<file path="config.mk">
export PLATFORM = sky130hd
export DESIGN_NAME = pipeline_controller
export DESIGN_NICKNAME = d
export VERILOG_FILES = /design/src/rtl/pipeline_controller.sv
export SDC_FILE = /design/constraint.sdc
export NUM_CORES = 1
export LEC_CHECK = 0
export CORE_MARGIN = 2
export CORE_UTILIZATION = 25
export CTS_CLUSTER_DIAMETER = 50
export CTS_CLUSTER_SIZE = 8
export DETAILED_ROUTE_END_ITERATION = 8
export DONT_BUFFER_PORTS = 1
export PLACE_DENSITY_LB_ADDON = 0.05
export SLEW_MARGIN = 20
export SYNTH_ARGS = -nofsm -noshare
export SYNTH_HDL_FRONTEND = slang
export SYNTH_SLANG_ARGS = --single-unit
</file>
<file path="constraint.sdc">
create_clock -name clock -period 3.74 [get_ports clock]
set_input_delay 0.187 -clock clock [delete_from_list [all_inputs] [get_ports clock]]
set_output_delay 0.187 -clock clock [all_outputs]
set_load 0.1 [all_outputs]
</file>
<file path="src/rtl/pipeline_controller.sv">
// Pipeline controller: run/step/halt sequencing, load-use hazard stall,
// branch/jump flush, and free-running activity counters.
module pipeline_controller (
  input  logic        clock,
  input  logic        reset,
  input  logic [4:0]  id_rs,
  input  logic [4:0]  id_rt,
  input  logic        id_uses_rt,
  input  logic        id_halt,
  input  logic        ex_mem_read,
  input  logic [4:0]  ex_rt,
  input  logic        branch_sel,
  input  logic        jump_sel,
  input  logic        dbg_start,
  input  logic        dbg_step,
  input  logic        dbg_halt_req,
  input  logic        dbg_mode,
  output logic        pipe_en,
  output logic        pc_write,
  output logic        ifid_write,
  output logic        ifid_flush,
  output logic        mux_ctrl_signal_sel,
  output logic [2:0]  state,
  output logic        halted,
  output logic [31:0] cycle_count,
  output logic [15:0] stall_count
);

  typedef enum logic [2:0] {
    S_IDLE      = 3'd0,
    S_RUN       = 3'd1,
    S_STEP_WAIT = 3'd2,
    S_STEP_EXEC = 3'd3,
    S_DRAIN     = 3'd4,
    S_HALTED    = 3'd5
  } state_t;

  state_t      r_state, w_next;
  logic [1:0]  r_drain_cnt;
  logic [31:0] r_cycle_count;
  logic [15:0] r_stall_count;
  logic        w_load_use, w_issue, w_halt_go;

  // Load in EX feeding a source of the ID instruction; r0 never hazards.
  assign w_load_use = ex_mem_read && (ex_rt != 5'd0) &&
                      ((ex_rt == id_rs) || (id_uses_rt && (ex_rt == id_rt)));
  // States in which a new instruction may issue from ID.
  assign w_issue    = (r_state == S_RUN) || (r_state == S_STEP_EXEC);
  // A halt is only honoured once any load-use stall has cleared.
  assign w_halt_go  = w_issue && !w_load_use && (id_halt || dbg_halt_req);

  // State register.
  always_ff @(posedge clock or negedge reset) begin
    if (!reset) r_state <= S_IDLE;
    else        r_state <= w_next;
  end

  // Next-state and enable decode.
  always_comb begin
    w_next              = r_state;
    pipe_en             = 1'b0;
    pc_write            = 1'b0;
    ifid_write          = 1'b0;
    ifid_flush          = 1'b0;
    mux_ctrl_signal_sel = 1'b0;
    if (w_issue) begin
      pipe_en = 1'b1;
      if (!w_load_use) begin
        pc_write            = 1'b1;
        ifid_write          = 1'b1;
        ifid_flush          = branch_sel || jump_sel;
        // The halting instruction is replaced by a bubble in EX.
        mux_ctrl_signal_sel = !w_halt_go;
      end
    end
    case (r_state)
      S_IDLE:      if (dbg_start) w_next = dbg_mode ? S_STEP_WAIT : S_RUN;
      S_RUN:       if (w_halt_go) w_next = S_DRAIN;
                   else if (dbg_mode) w_next = S_STEP_WAIT;
      S_STEP_WAIT: if (!dbg_mode) w_next = S_RUN;
                   else if (dbg_step) w_next = S_STEP_EXEC;
      S_STEP_EXEC: w_next = w_halt_go ? S_DRAIN : S_STEP_WAIT;
      S_DRAIN: begin
        pipe_en    = 1'b1;
        ifid_flush = 1'b1;
        if (r_drain_cnt == 2'd2) w_next = S_HALTED;
      end
      S_HALTED:    w_next = S_HALTED;
      default:     w_next = S_IDLE;
    endcase
  end

  // Drain counter: tracks EX, MEM, WB being emptied after a halt.
  always_ff @(posedge clock or negedge reset) begin
    if (!reset)                   r_drain_cnt <= 2'd0;
    else if (r_state == S_DRAIN)  r_drain_cnt <= r_drain_cnt + 2'd1;
    else                          r_drain_cnt <= 2'd0;
  end

  // Saturating activity and stall counters.
  always_ff @(posedge clock or negedge reset) begin
    if (!reset) begin
      r_cycle_count <= 32'd0;
      r_stall_count <= 16'd0;
    end else begin
      if (pipe_en && (r_cycle_count != 32'hFFFF_FFFF))
        r_cycle_count <= r_cycle_count + 32'd1;
      if (w_issue && w_load_use && (r_stall_count != 16'hFFFF))
        r_stall_count <= r_stall_count + 16'd1;
    end
  end

  assign state       = r_state;
  assign halted      = (r_state == S_HALTED);
  assign cycle_count = r_cycle_count;
  assign stall_count = r_stall_count;

endmodule

</file>
Word level (Yosys, flattened, before mapping)
Cells that the tools add are included.
- logic and storage cells: 57
- output and inout port bits: 57
- memories: 0
- latch bits: 0
- bits in writable memories: 0
- register bits: 53
- memory bits (read-only): 0
- div/mod/pow operators: 0
- $add $sub $neg: 3
- $mul: 0
- bitwise logic cells: 0
- magnitude comparators: 0
- equal/unequal tests: 14
- reductions and logical operators: 17
- muxes and demuxes: 19
- shift operators: 0
- operator list (operator ; count):
    $add 32x1->32 const B ; 1
    $ne 32x32->1 const B ; 1
    $mux 3 ; 7
    $pmux 3 s6 ; 1
    $add 16x1->16 const B ; 1
    $ne 16x16->1 const B ; 1
    $eq 5x5->1 ; 2
    $mux 1 ; 9
    $logic_and 1x1->1 ; 8
    $eq 3x2->1 const B ; 2
    $eq 3x3->1 const B ; 2
    $ne 3x3->1 const B ; 2
    $reduce_bool 5->1 ; 1
    $logic_or 1x1->1 ; 4
    $mux 2 ; 2
    $ne 2x2->1 const B ; 2
    $reduce_and 4->1 ; 1
    $eq 3x1->1 const B ; 1
    $logic_not 3->1 ; 1
    $add 2x1->2 const B ; 1
    $eq 2x2->1 const B ; 1
    $logic_not 1->1 ; 2

Logic depth before layout (Yosys ltp)
- depth after elaboration: 10
- gate-level depth with buffers: 6
- gate-level depth less buffers: 6

Worst setup path before layout
Ideal clock, no wire load.
- path type: reg-to-output
- from: reg r_state[0] (netlist: state[0])
- to: out mux_ctrl_signal_sel
- data required time: 3.553 ns
- buffers on the path: 1
- arrival: 4.139 ns
- setup slack: -0.586 ns
- stages on the path, launching flop included: 4
- cell sequence: dfrtp_1 -> nand2b_1 -> buf_2 -> nor4_1
- cells in the longest elaborated chain, start to end: 7
- elaborated cells between the ends (all ways): 8
- those cells by class: 2 x eq/ne; 2 x mux; 4 x reduce/logical
- RTL lines (element ; RTL line ; RTL):
    start: declaration ; 38 ; state_t r_state, w_next;
    start signal: assignment ; 55 ; else r_state <= w_next;
    $eq 3x1->1 / $eq 3x2->1 (equally long branches) ; 48 ; assign w_issue = (r_state == S_RUN) || (r_state == S_STEP_EXEC);
    $logic_or 1x1->1 * ; 48 ;
    $logic_and 1x1->1 (2 in a row) ; 50 ; assign w_halt_go = w_issue && !w_load_use && (id_halt || dbg_halt_req);
    $logic_not 1->1 ; 73 ; mux_ctrl_signal_sel = !w_halt_go;
    $mux 1 ; 68 ; if (!w_load_use) begin
    $mux 1 * ; 66 ; if (w_issue) begin
    end: declaration ; 22 ; output logic mux_ctrl_signal_sel,
Every way passes the cells marked *; elsewhere a longest branch is shown, timed or not.

Worst setup path after layout
- from: reg r_cycle_count[4] (netlist: cycle_count[4])
- to: reg r_cycle_count[1] (netlist: cycle_count[1])
- cells in the longest elaborated chain, start to end: 2
- RTL lines (element ; RTL line ; RTL):
    start: declaration ; 40 ; logic [31:0] r_cycle_count;
    start signal: assignment ; 107 ; r_cycle_count <= r_cycle_count + 32'd1;
    $ne 32x32->1 ; 106 ; if (pipe_en && (r_cycle_count != 32'hFFFF_FFFF))
    $logic_and 1x1->1 ; 106 ;
No other way between the ends.
A chain may end at the register's enable or synchronous reset.

==> impl_results.md <==
- Outcome: finished, final reports clean
- Relative slew margins: 0.311
- Core Footprint: 0.0108 mm²
- P&R area growth vs syn: 26.8%
- Max cap viols: 0
- Setup CP Type: flop to flop
- Avg Synthesized Cell Area: 10.4 µm²
- Share of cells above drive strength 1: 0.229
- Antenna violation net count after detailed routing: 0
- Clock skew: 0.00670 ns
- Worst Max-Slew Pin Slew: 1.03 ns
- Hold depth: 2
- Crit-path max FO: 10
- Worst vdd ir: 0.352 mV
- Clk buf depth: 2
- Post-CTS resize count: 0
- Final instance area: 0.00351 mm²
- Max Transition Viols Final: 0
- Diode count: 0
- Post-route minimum period: 2.63 ns
- Clock power frac: 0.193
- Pre-antenna DRT Iters: 4
- Initial Utilization: 0.255
- Setup tns final: 0 ns
- Reg2reg path depth: 6
- Cells after synthesis: 267
- Power Internal: 1070 µW
- RSZ-0062 raised after global routing: false
- Worst setup EP type: flop
- # port buffers: 0
- CP delay by family, top: simple AND/OR/NAND/NOR gates
- Post-synth top area cell: dfrtp_1
- CP Buf/Inv Count: 1
- Unique masters post-synth: 40
- Gp weighted congestion: 0.727
- Crit-path slowest cell: nor4_1
- Initial antenna violation count: 0
- DRC viols: 0
- Global route overflow: 0
- Final setup vio count: 0
- R2r setup slk: 1.11 ns
- Flop pwr share: 0.306
- Power Dens Cells: 620 mW/mm²
- Fin. Hold Viols: 0
- FF-to-FF Start: cycle_count[4]
- Vias after detailed routing: 2,166
- Comb pwr share: 0.500
- Clk_lat worst skew: 0.31 ns
- Critical Path, Cell by Cell: buf_4 > nand3_1 > nor4_1 > nand4b_1 > nand2_1 > mux2_2
- Sw power: 1110 µW
- Largest net degree at the start of global routing: 54
- Num CTS Buffers: 5
- Die ar.: 0.0119 mm²
- Synth Register Bits: 53
- CTS tree: built
- Vias in the first global route: 2,227
- Placed instance area: 0.00335 mm²
- Final Total Pwr: 2180 µW
- Post-synthesis sequential area ratio: 0.479
- Hold endpoint: state[1]
- WL per Instance: 15.3 µm
- CTS Root Cell: clkbuf_8
- Crit share post-route: 0.704
- IO Pins: 83
- Cells after DPL: 456
- Final wirelength: 7160 µm
- Fin nets: 355
- Ys Warns: 0
- Overall routing resource usage: 0.128
- Clock transition at the registers of the reported paths: 0.10 ns
- Area fraction of the dominant cell type after synthesis: 0.479
- Asr flop ratio synth: 1.00
- Critical Path RT: 3.95 ns
- # rows: 38
- Worst R2R End: cycle_count[1]
- CTS Sinks: 53
- CP peak stage delay: 0.52 ns
- Post-synth EDFFs: 0
- Die height: 109 µm
- First-pass GRT wire length: 11,800 µm
- Non-Filler Instances: 467
- Crit start category: flop
- Sw frac: 0.509
- Hpwl dp: 5260 µm
- Leak: 0.00154 µW
- Main synth FF type: dfrtp_1
- Initial DRC count: 61
- Util after Layout: 0.324
- Crit path arrival time: 2.84 ns
- Post-synthesis cell area: 0.00277 mm²
- # H-tree levels: 2
- Hold WC Path Type: input port to flop
- Min-delay src: dbg_mode
- Largest cells by area after synthesis: dfrtp_1 48%, xnor2_1 14%, nand4_1 5.7%, nand3_1 3.8%, xor2_1 3.5%
- Syn nets: 296
- Fmax: 380 MHz
- Vias/cell: 4.64
- Die W: 109 µm
==> power groups by stage <==
stage / Combinational, µW / Sequential [µW] / Clock (µW)
after detailed placement: 1080 / 679 / 0
after global placement: 1090 / 677 / 0
after global routing: 1140 / 676 / 460
final: 1090 / 666 / 421
after floorplan: 443 / 1110 / 0
after CTS: 1100 / 667 / 439
==> layer usage <==
metal | vias to the layer above | global-route usage | wire (µm) | share of wire
met5 | - | 0 | 0 | 0
met4 | 0 | 0.0380 | 91 | 0.013
met3 | 7 | 0.0418 | 413 | 0.058
met2 | 42 | 0.206 | 3350 | 0.47
met1 | 1040 | 0.163 | 3300 | 0.46
li1 | 1077 | - | - | -
==> worst max-delay path by stage <==
stage,depth (start not counted),slack [ns],endpoint,start
floorplan,3,0.07,ifid_flush,state[0]
global placement,6,1.09,cycle_count[1],cycle_count[18]
detailed placement,6,1.06,cycle_count[1],cycle_count[19]
CTS,6,1.06,cycle_count[1],cycle_count[18]
global route,6,0.83,cycle_count[1],cycle_count[18]
finish,6,1.11,cycle_count[1],cycle_count[4]
==> synth_stat cells (2+ instances only) <==
| cell type | n |
|---|---|
| a21oi_1 | 2 |
| and2_1 | 3 |
| and3_1 | 10 |
| and4_1 | 4 |
| buf_2 | 2 |
| dfrtp_1 | 53 |
| ha_1 | 3 |
| inv_1 | 8 |
| mux2_2 | 2 |
| nand2_1 | 18 |
| nand3_1 | 21 |
| nand4_1 | 25 |
| nand4b_1 | 3 |
| nor2_1 | 22 |
| nor3_1 | 3 |
| nor3_2 | 3 |
| nor4_1 | 4 |
| o21ai_0 | 5 |
| xnor2_1 | 45 |
| xor2_1 | 11 |
==> sequential cells by signal, indices dropped and copies added (netlist names) <==
register,cells
r_drain_cnt,2
state,3
cycle_count,32
stall_count,16
==> layout by cell type (no fill, tap or decap), types with 6 or more instances in the layout <==
cell,netlist,routed
and3_1,10,10
buf_4,1,53
clkbuf_8,0,6
dfrtp_1,53,53
inv_1,8,8
nand2_1,18,18
nand3_1,21,21
nand4_1,25,25
nor2_1,22,21
xnor2_1,45,45
xor2_1,11,11
==> cells by family after synthesis <==
| group | synth area share |
|---|---|
| simple gates | 0.247 |
| buf+inv | 0.0185 |
| mux | 0.00814 |
| xor+xnor | 0.177 |
| compound gates | 0.0565 |
| fa+ha+maj | 0.0136 |
| flops | 0.479 |
==> stage by stage <==
step / setup slack (ns) / hold slack (ns)
floorplan: 0.0694 / -0.109
global placement: 1.09 / -0.106
detailed placement: 1.06 / -0.106
CTS: 1.06 / 0.0274
global route: 0.826 / 0.0242
finish: 1.11 / 0.0424
==> area by class of cell <==
class	instances	area, µm²
multi-input combinational	202	1420
clock buffer	7	86.3
sequential	53	1330
tap	140	175
inverter	8	30.0
clock inverter	1	30.0
timing repair buffer	56	445
fill	1135	7330
==> timing repair <==
action	CTS	global route
endpoints found under the setup margin	0	0
hold buffers	3	0
hold endpoints to repair	54	0
setup buffers	0	0
No activity file was read; power rests on OpenSTA's default activity.
